File: src/rtl/updown_sweep_pkg.sv
// Shared types and constants for the up/down sweep controller.
// Holds the controller state encoding and the dwell-time limits.
package updown_sweep_pkg;

    typedef enum logic [2:0] {
        IDLE       = 3'd0,
        COUNT_UP   = 3'd1,
        DWELL_TOP  = 3'd2,
        COUNT_DOWN = 3'd3,
        DWELL_BOT  = 3'd4
    } sweep_state_e;

    localparam int DWELL_DEFAULT = 2;
    localparam int DWELL_MIN     = 1;
    localparam int DWELL_MAX     = 255;
    localparam int DWELL_CNT_W   = 8;

endpackage

File: src/rtl/up_down_counter.sv
// Plain up/down counter with enable; wraps naturally, so the controller
// is responsible for never driving it past its turn points.
module up_down_counter #(
    parameter int BITS = 4
) (
    input  logic            clk,
    input  logic            reset_n,
    input  logic            enable,
    input  logic            up,
    output logic [BITS-1:0] Q
);

    always_ff @(posedge clk or negedge reset_n) begin
        if (!reset_n) begin
            Q <= '0;
        end else if (enable) begin
            if (up) begin
                Q <= Q + BITS'(1);
            end else begin
                Q <= Q - BITS'(1);
            end
        end
    end

endmodule

File: src/rtl/updown_sweep_ctrl.sv
// Sweeps the counter from its current value up to top, dwells, down to bottom,
// dwells, then finishes. Define SWEEP_CONTINUOUS_EN to repeat sweeps until stop.
module updown_sweep_ctrl
    import updown_sweep_pkg::*;
#(
    parameter int BITS  = 4,
    parameter int DWELL = DWELL_DEFAULT
) (
    input  logic            clk,
    input  logic            reset_n,
    input  logic            start,
    input  logic            stop,
    input  logic [BITS-1:0] top,
    input  logic [BITS-1:0] bottom,
    output logic [BITS-1:0] Q,
    output logic            busy,
    output logic            dir_up,
    output logic            done,
    output logic            err,
    output sweep_state_e    state_dbg
);

    localparam logic [DWELL_CNT_W-1:0] DWELL_LAST = DWELL_CNT_W'(DWELL - 1);

    sweep_state_e           state;
    logic [BITS-1:0]        top_l;
    logic [BITS-1:0]        bot_l;
    logic [DWELL_CNT_W-1:0] dcnt;
    logic                   up;
    logic                   enable;
    logic                   at_top;
    logic                   at_bot;

    // Protocol: start is a one-cycle request honoured only in IDLE (and only
    // when stop is low); stop is a level abort honoured in every busy state.
    // Comparing with >= / <= lets a count that starts beyond a turn point
    // fall straight through instead of wrapping.
    assign at_top = (Q >= top_l);
    assign at_bot = (Q <= bot_l);

    always_comb begin
        enable = 1'b0;
        if (!stop) begin
            if (state == COUNT_UP && !at_top) begin
                enable = 1'b1;
            end else if (state == COUNT_DOWN && !at_bot) begin
                enable = 1'b1;
            end
        end
    end

    assign busy      = (state != IDLE);
    assign dir_up    = up;
    assign state_dbg = state;

    always_ff @(posedge clk or negedge reset_n) begin
        if (!reset_n) begin
            state <= IDLE;
            top_l <= '0;
            bot_l <= '0;
            dcnt  <= '0;
            up    <= 1'b1;
            done  <= 1'b0;
            err   <= 1'b0;
        end else begin
            done <= 1'b0;
            err  <= 1'b0;
            if (stop && state != IDLE) begin
                state <= IDLE;
                dcnt  <= '0;
            end else begin
                case (state)
                    IDLE: begin
                        if (start && !stop) begin
                            if (bottom < top) begin
                                top_l <= top;
                                bot_l <= bottom;
                                up    <= 1'b1;
                                state <= COUNT_UP;
                            end else begin
                                err <= 1'b1;
                            end
                        end
                    end
                    COUNT_UP: begin
                        if (at_top) begin
                            state <= DWELL_TOP;
                            dcnt  <= '0;
                        end
                    end
                    DWELL_TOP: begin
                        if (dcnt == DWELL_LAST) begin
                            state <= COUNT_DOWN;
                            up    <= 1'b0;
                            dcnt  <= '0;
                        end else begin
                            dcnt <= dcnt + DWELL_CNT_W'(1);
                        end
                    end
                    COUNT_DOWN: begin
                        if (at_bot) begin
                            state <= DWELL_BOT;
                            dcnt  <= '0;
                        end
                    end
                    DWELL_BOT: begin
                        if (dcnt == DWELL_LAST) begin
                            done <= 1'b1;
                            dcnt <= '0;
`ifdef SWEEP_CONTINUOUS_EN
                            state <= COUNT_UP;
                            up    <= 1'b1;
`else
                            state <= IDLE;
`endif
                        end else begin
                            dcnt <= dcnt + DWELL_CNT_W'(1);
                        end
                    end
                    default: begin
                        state <= IDLE;
                    end
                endcase
            end
        end
    end

    up_down_counter #(
        .BITS(BITS)
    ) u_counter (
        .clk    (clk),
        .reset_n(reset_n),
        .enable (enable),
        .up     (up),
        .Q      (Q)
    );

endmodule

File: config.mk
export PLATFORM = sky130hd
export DESIGN_NAME = updown_sweep_ctrl
export DESIGN_NICKNAME = d
export VERILOG_FILES = /design/src/rtl/updown_sweep_pkg.sv /design/src/rtl/up_down_counter.sv /design/src/rtl/updown_sweep_ctrl.sv
export SDC_FILE = /design/constraint.sdc
export NUM_CORES = 1
export LEC_CHECK = 0
export CORE_MARGIN = 8
export CORE_UTILIZATION = 44
export CTS_CLUSTER_DIAMETER = 200
export DETAILED_ROUTE_END_ITERATION = 10
export GPL_TIMING_DRIVEN = 0
export PLACE_DENSITY_LB_ADDON = 0.05
export SETUP_SLACK_MARGIN = 0.15
export SKIP_LAST_GASP = 1
export SLEW_MARGIN = 5
export SYNTH_ARGS = -nofsm -noshare
export SYNTH_HDL_FRONTEND = slang
export SYNTH_SLANG_ARGS = --single-unit
File: constraint.sdc
create_clock -name clk -period 4.16 [get_ports clk]
set_clock_uncertainty 0.15 [all_clocks]
set_input_delay 1.248 -clock clk [delete_from_list [all_inputs] [get_ports clk]]
set_output_delay 1.248 -clock clk [all_outputs]
set_load 0.02 [all_outputs]
; Word-level counts from Yosys, hierarchy flattened
; Index checks and enable logic that the tools add are counted.
[totals]
reg_bits = 26
in_bits = 12
out_inout_bits = 11
elab_cells = 73
[op_classes]
add_sub_neg = 3
n_lt_le_gt_ge = 3
eq_ne = 14
muxes = 28
bitwise = 1
n_reduce_logical = 16
[ops]
columns = cell, count
row1 = two-way mux 8 bit, 4
row2 = one-hot mux 8 bit (3 select lines), 1
row3 = two-way mux 3 bit, 7
row4 = one-hot mux 3 bit (5 select lines), 1
row5 = two-way mux 1 bit, 13
row6 = inequality test 3 bit (second input constant), 4
row7 = adder 8 x 1 -> 8 bit (second input constant), 1
row8 = equality test 8 x 1 -> 1 bit (second input constant), 1
row9 = equality test 3 x 2 -> 1 bit (second input constant), 2
row10 = inequality test 2 bit (second input constant), 3
row11 = inequality test 3 x 2 -> 1 bit (second input constant), 2
row12 = AND reduction 6 bit, 1
row13 = AND reduction 5 bit, 1
row14 = adder 4 x 1 -> 4 bit (second input constant), 1
row15 = >= comparator 4 bit, 1
row16 = <= comparator 4 bit, 1
row17 = logical AND 1 bit, 4
row18 = < comparator 4 bit, 1
row19 = two-way mux 4 bit, 1
row20 = AND reduction 4 bit, 1
row21 = nonzero test 4 bit, 1
row22 = subtractor 4 x 1 -> 4 bit (second input constant), 1
row23 = equality test 3 x 1 -> 1 bit (second input constant), 1
row24 = equality test 3 bit (second input constant), 1
row25 = other kinds (8), 10

; Depth between registers and ports, before layout
; Gate-level depths: netlist of the first run.
[logic_depth]
depth_word = 6
mapped_depth = 8
ltp_nobuf = 7

; Hierarchy
; A second synthesis of the first run with hierarchy kept.
[unflattened]
cells_unflattened = 169
area_unflattened_um2 = 1666.6
[by_module_without_submodules]
columns = mod, n_inst, cells_each, area_per_inst_um2, seq_area_each_um2
row1 = updown_sweep_ctrl, 1, 141, 1377.6, 551.8
row2 = up_down_counter, 1, 28, 289.0, 100.1

; Worst setup path before layout of the first run
; OpenSTA, ideal clock, no wires.
[synth_path]
path_kind = input-to-reg
startpoint = in top[3]
endpoint = reg state[0], in the netlist state_dbg[0]
setup_time_ns = 0.131
arrival_time_ns = 2.445
t_required_ns = 3.879
path_slack_ns = 1.433
stages = 7
n_path_buf = 0
path_cell_list = inv_1 ha_1 o211ai_1 o21a_1 a31oi_1 nor3_1 or3_1
[synth_via]
elab_chain_cells = 3
[synth_rtl]
columns = element, line_no
row1 = from (decl), updown_sweep_ctrl.sv:13  ; input logic [BITS-1:0] top,
row2 = < comparator 4 bit, updown_sweep_ctrl.sv:75  ; if (bottom < top) begin
row3 = inequality test 3 bit (no source line), n/a
row4 = AND reduction 6 bit (no source line), n/a
row5 = to (signal assigned), updown_sweep_ctrl.sv:69  ; state <= IDLE;
row6 = to (signal assigned), updown_sweep_ctrl.sv:79  ; state <= COUNT_UP;
row7 = to (signal assigned), updown_sweep_ctrl.sv:87  ; state <= DWELL_TOP;
row8 = to (decl), updown_sweep_ctrl.sv:25  ; sweep_state_e state;
; Every way passes these cells.
; A chain may end at the register's enable or synchronous reset.

; Worst setup path after layout of the first run
[layout_path]
startpoint = reg state[1], in the netlist state_dbg[1]
endpoint = out busy
[layout_via]
elab_chain_cells = 1
[layout_rtl]
columns = element, line_no
row1 = from (signal assigned), updown_sweep_ctrl.sv:58  ; state <= IDLE;
row2 = from (signal assigned), updown_sweep_ctrl.sv:69
row3 = from (signal assigned), updown_sweep_ctrl.sv:79
row4 = nonzero test 3 bit, updown_sweep_ctrl.sv:52  ; assign busy = (state != IDLE);
row5 = to (decl), updown_sweep_ctrl.sv:16  ; output logic busy,
; Every way passes these cells.

==> flow_summary.ini, run 1 <==
[worst_setup_path]
arrival_ps = 1870
required_ps = 2760
end_kind = output pin
rr_worst_depth = 8
reg2reg_to = dcnt[6]$_DFFE_PN0P_
cp-endpoint = busy
path_class = flop to output pin
rrSetupSlack_ps = 1770
rr_startpoint = u_counter.Q[0]$_DFFE_PN0P_
crit_start = state_dbg[1]$_DFFE_PN0P_
worstSetupStartpointType = flop
cp_max_fo = 7

[flow_run]
maxCapViolCount = 0

[synth]
yosys.area_share.adder = 0.126
syn_avg_cell_area_um2 = 11.0
synth_compound_area_frac = 0.164
synth_top_area_cell = dfrtp_1
yosys_warnings = 0
synthCells = 150
synth_edf_count = 0
synthDistinctLibCells = 51
synth.area.mux_share = 0.0728
synth_async_sr_flop_share = 1.00
synth_top_family_by_area = compound AO/OA/AOI/OAI gates
yosysTopAreaCellShare = 0.379
synth_ff_type = dfrtp_1
synthTopCellsByArea = dfrtp_1, ha_1, mux2_2, inv_1, o21ai_0
ys_seq_area_frac = 0.395
synthXorXnorAreaFrac = 0.0318
yosys.area_share.simple = 0.159
syn_area_mm2 = 0.00165
synth-seq-cells = 26
syn-num-nets = 178

[power_and_ir_drop]
power_frac_comb = 0.551
internal_power_uw = 840
ir_worst_vdd_mv = 0.433
fin_total_pwr_mw = 1.40
switching_power_uw = 560
switching_share = 0.400
clockPowerShare = 0.148
p_per_area_mw_per_mm2 = 701
pwr-share-seq = 0.301
leakage_nw = 0.931

[timing]
rsz0062_at_grt = false
max_freq_mhz = 306
slew_headroom = 0.609
timing.final.crit_share = 0.787
tightest_slew_ps = 587
finalHoldViolCount = 0
setup_viol = 0
period_needed_ps = 3270
drv_slew = 0
fin_tns_setup_ps = 0

[clock_tree]
cts_tree = yes
worstSkewPairLatency_ps = 270
cts_inserted_buffers = 3
cts.path.max_buffers = 2
post-cts-setup-buffer-count = 0
path_clk_slew_ps = 90
clock-sinks = 26
cts.htree.levels = 1
root_buffer = clkbuf_8
cts.hold.buffers_added = 0
cts_resized = 0

[hold_path]
hold_class = flop to flop

[route]
dr.pass1.iters = 4
avgViaCountPerCell = 5.24
drc_errors = 0
vias = 1174
drt-initial-drc-count = 63
ant_nets = 0
wire_per_inst_um = 14.9
finalWirelength_um = 3340

[floorplanning]
pin_count = 23
die_h_um = 77.2
chipWidth_um = 77.2
placementRows = 22
initial_utilization = 0.454
core_mm2 = 0.00363
die-area_mm2 = 0.00597

[global_routing]
grt_pass1_wl_um = 5760
overflow = 0
grt_use_total = 0.116
antenna_found_initial = 0
grt_max_degree = 27
first_global_vias = 1251

[final_layout]
utilization = 0.550
layout_commonest_cell = dfrtp_1
layout_common_cells = dfrtp_1, clkdlybuf4s50_1, ha_1
antenna_cells = 0
area.growth.synth_to_final_pct = 21.0
drive_above_1_share = 0.188
final_nets = 205

[placed_design]
port_buffers = 22
gp_congestion = 0.775
dp_hpwl_um = 2570

[run_status]
status = finished, final reports clean
kinds of logic (layout without fill, tap and decap cells):
group	after synthesis	in the layout
buf+inv	18	44
simple gates	41	41
fa+ha+maj	16	16
xor+xnor	6	6
compound gates	32	32
flops	26	26
mux	11	11
power by group through the flow:
| stage | Clock, mW | Sequential [mW] | Combinational, mW |
|---|---|---|---|
| after global placement | 0 | 0.421 | 0.752 |
| after CTS | 0.214 | 0.421 | 0.784 |
| final | 0.208 | 0.421 | 0.771 |
| after detailed placement | 0 | 0.426 | 0.776 |
| after global routing | 0.223 | 0.437 | 0.855 |
| after floorplan | 0 | 0.452 | 0.511 |
flip-flops by register name (all words and copies together), names as in the netlist:
signal / cells
err: 1
dcnt: 8
state_dbg: 3
u_counter.Q: 4
dir_up: 1
top_l: 4
bot_l: 4
done: 1
worst max-delay path, cell delays in order, from the launching register on:
cell	delay [ps]
dfrtp_1	380
clkbuf_2	180
or3_1	380
buf_6	140
clkdlybuf4s50_1	530
Yosys cell counts (2+ instances only):
cell type  count
a211o_1        2
a21o_1         2
a21oi_1        4
and3_1         3
buf_6          2
dfrtp_1       25
ha_1          15
inv_1         13
mux2_2         8
mux2i_1        3
nand2_1        5
nand3_1        4
nor2_1         5
nor2_2         3
nor3_1         5
nor4b_1        2
o21a_1         2
o21ai_0        7
o2bb2ai_1      2
or3_1          3
xnor2_1        4
xor2_1         2
how the worst min path moves through the flow:
| stage | cells past startpoint | from | end | slack, ps |
|---|---|---|---|---|
| finish | 1 | bot_l[2]$_DFFE_PN0P_ | bot_l[2]$_DFFE_PN0P_ | 370 |
| global route | 1 | bot_l[2]$_DFFE_PN0P_ | bot_l[2]$_DFFE_PN0P_ | 380 |
| CTS | 1 | bot_l[2]$_DFFE_PN0P_ | bot_l[2]$_DFFE_PN0P_ | 370 |
| detailed placement | 1 | bot_l[2]$_DFFE_PN0P_ | bot_l[2]$_DFFE_PN0P_ | 350 |
| global placement | 1 | bot_l[2]$_DFFE_PN0P_ | bot_l[2]$_DFFE_PN0P_ | 350 |
| floorplan | 1 | bot_l[1]$_DFFE_PN0P_ | bot_l[1]$_DFFE_PN0P_ | 330 |
final cells by class:
| cell class | count | area [µm²] |
|---|---|---|
| timing repair buffer | 22 | 215 |
| inverter | 14 | 52.6 |
| buffer | 4 | 32.5 |
| tap | 48 | 60.1 |
| fill | 332 | 1640 |
| multi-input combinational | 106 | 913 |
| sequential | 26 | 652 |
| clock inverter | 1 | 30.0 |
| clock buffer | 3 | 41.3 |
per-layer routing:
metal | up-vias | track usage | wire length, µm
met1 | 562 | 0.149 | 1650
met5 | - | 0 | 0
li1 | 593 | - | -
met4 | 0 | 0.0208 | 17
met3 | 2 | 0.0385 | 157
met2 | 17 | 0.184 | 1510
through the flow:
| stage | hold WS [ps] | instances | setup WS [ps] | instance area (µm²) |
|---|---|---|---|---|
| after CTS | 370 | 224 | 876 | 2000 |
| after detailed placement | 348 | 220 | 794 | 1930 |
| final | 367 | 224 | 888 | 2000 |
| after global routing | 384 | 224 | 812 | 2000 |
| after floorplan | 329 | 150 | 1430 | 1650 |
| after global placement | 346 | 220 | 790 | 1930 |
(Power assumes the default switching activity.)
==> run 2, diff against run 1 <==
==> constraint.sdc (replaced) <==
create_clock -name clk -period 2.8 [get_ports clk]
set_clock_uncertainty 0.15 [all_clocks]
set_input_delay 0.84 -clock clk [delete_from_list [all_inputs] [get_ports clk]]
set_output_delay 0.84 -clock clk [all_outputs]
set_load 0.02 [all_outputs]
==> run 2 against run 1 <==
  * Core utilization rose by 0.24 points
  * Clock power up 48%
  * Final cell count stayed put
  * Power increased by 49%
  * Combinational power is 49% higher
  * Non-clock buffer count unchanged
  * Sequential cell count stayed put
  * Wire length about the same
  * First-iteration DRC count is 16% higher
  * Critical path type is now primary input to flop
  * Global-route usage hardly changed
  * Register-to-register slack worse by 1400 ps
==> flow_summary.ini, run 2 (same netlist as run 1, synthesis figures left out) <==
[run_status]
status = finished, final reports clean

[power_and_ir_drop]
ir_worst_vdd_mv = 0.644
p_per_area_mw_per_mm2 = 1040
leakage_nw = 0.941

[flow_run]
maxCapViolCount = 0

[timing]
hold_ws_ps = 366
max_freq_mhz = 379
slew_headroom = 0.611
fin_tns_setup_ps = 0
finalHoldViolCount = 0
setup_viol = 0
period_needed_ps = 2640
rsz0062_at_grt = true
tightest_slew_ps = 583
drv_slew = 0
timing.final.crit_share = 0.942
layout_setup_ws_ps = 163

[route]
drc_errors = 0
avgViaCountPerCell = 5.29
finalWirelength_um = 3340
drt-initial-drc-count = 73
dr.pass1.iters = 4
vias = 1185
wire_per_inst_um = 14.9
ant_nets = 0

[worst_setup_path]
crit_path_top_delay_cell = clkdlybuf4s50_1
required_ps = 2800
arrival_ps = 2640
crit_buf_inv = 2
rrSetupSlack_ps = 410
crit_family = compound AO/OA/AOI/OAI gates
end_kind = flop
worstSetupStartpointType = primary input
path_class = primary input to flop
crit_path_cell_trace = clkdlybuf4s50_1, inv_1, ha_1, o211ai_1, o21a_1, a31oi_2, nor3_2, or3_1
critPathMaxStageDelay_ps = 460
cp_max_fo = 3

[final_layout]
antenna_cells = 0
largest_reg_flops = 8
layoutNonFillerInstCount = 224
final_nets = 205
drive_above_1_share = 0.205
layout_common_cells = dfrtp_1, clkdlybuf4s50_1, ha_1
layout_commonest_cell = dfrtp_1
fill_cells = 331
area.growth.synth_to_final_pct = 21.5
top_register = dcnt

[placed_design]
placedCellCount = 220
dp_hpwl_um = 2570
port_buffers = 22
pre_cts_ws_ps = -158
gp_congestion = 0.775

[clock_tree]
cts_inserted_buffers = 3
clock-sinks = 26
cts.htree.levels = 1
cts.path.max_buffers = 2
path_clk_slew_ps = 90
worstSkewPairLatency_ps = 270
cts.hold.buffers_added = 0
root_buffer = clkbuf_8
post-cts-setup-buffer-count = 0
cts_tree = yes

[floorplanning]
core_mm2 = 0.00363
placementRows = 22
chipWidth_um = 77.2
pin_count = 23
die_h_um = 77.2
die-area_mm2 = 0.00597
initial_utilization = 0.454

[global_routing]
first_global_vias = 1251
grt_max_degree = 27
grt_pass1_wl_um = 5780
antenna_found_initial = 0
overflow = 0
grt_use_total = 0.116

[hold_path]
hold_class = flop to flop
==> run 2: cell count changes in the layout (fill, tap and decap cells not counted), sizes merged <==
cell           delta
dlymetal6s2s      +1
clkdlybuf4s50     -2
buf               +1
==> run 2: final timing paths <==
check	startpoint	endpoint	depth (start not counted)
setup reg to reg	u_counter.Q[0]$_DFFE_PN0P_	dcnt[6]$_DFFE_PN0P_	8
hold / removal	bot_l[2]$_DFFE_PN0P_	bot_l[2]$_DFFE_PN0P_	1
setup / recovery	top[1]	state_dbg[0]$_DFFE_PN0P_	8
hold reg to reg	bot_l[2]$_DFFE_PN0P_	bot_l[2]$_DFFE_PN0P_	1
max in group asynchronous	reset_n	dcnt[4]$_DFFE_PN0P_	1
min in group asynchronous	reset_n	bot_l[3]$_DFFE_PN0P_	1
==> run 2: power breakdown <==
part / internal [mW] / leakage, nW / switching (mW)
Clock: 0.191 / 0.0357 / 0.117
Combinational: 0.548 / 0.577 / 0.601
Sequential: 0.505 / 0.329 / 0.118
==> run 2: repair_timing <==
action | CTS | global route
setup endpoints to repair | 2 | 6
gates cloned | 0 | 0
gates resized for setup | 2 | 5
pin swaps | 1 | 0
==> run 2: per-layer routing <==
metal / up-vias / share of wire / GRT usage
li1: 593 / - / -
met1: 569 / 0.49 / 0.150
met2: 21 / 0.45 / 0.184
met3: 2 / 0.048 / 0.0385
met4: 0 / 0.0051 / 0.0208
met5: - / 0 / 0
==> run 2: area by class of cell <==
| class | count | area (µm²) | area share |
|---|---|---|---|
| repair buffers | 22 | 213 | 0.106 |
| well taps | 48 | 60.1 | 0.0299 |
| clock buffers | 3 | 41.3 | 0.0206 |
| plain buffers | 4 | 32.5 | 0.0162 |
| clock inverters | 1 | 30.0 | 0.0150 |
| multi-input cells | 106 | 925 | 0.461 |
| inverters | 14 | 52.6 | 0.0262 |
| flip-flops and latches | 26 | 652 | 0.325 |
==> run 2: stage by stage <==
stage	power [mW]	instance area (µm²)	util
floorplan	1.43	1650	-
global placement	1.74	1930	0.531
detailed placement	1.79	1930	0.531
CTS	2.11	2010	0.552
global route	2.25	2010	0.552
finish	2.08	2010	0.552
==> run 3, diff against run 2 <==
--- a/config.mk
+++ b/config.mk
@@ -7,6 +7,7 @@
 export LEC_CHECK = 0
 export CORE_MARGIN = 8
 export CORE_UTILIZATION = 44
+export CTS_BUF_LIST = sky130_fd_sc_hd__clkbuf_8
 export CTS_CLUSTER_DIAMETER = 200
 export DETAILED_ROUTE_END_ITERATION = 10
 export GPL_TIMING_DRIVEN = 0
==> results of run 3 <==
Same layout as run 2: the final DEF is identical, and so are final timing and power.
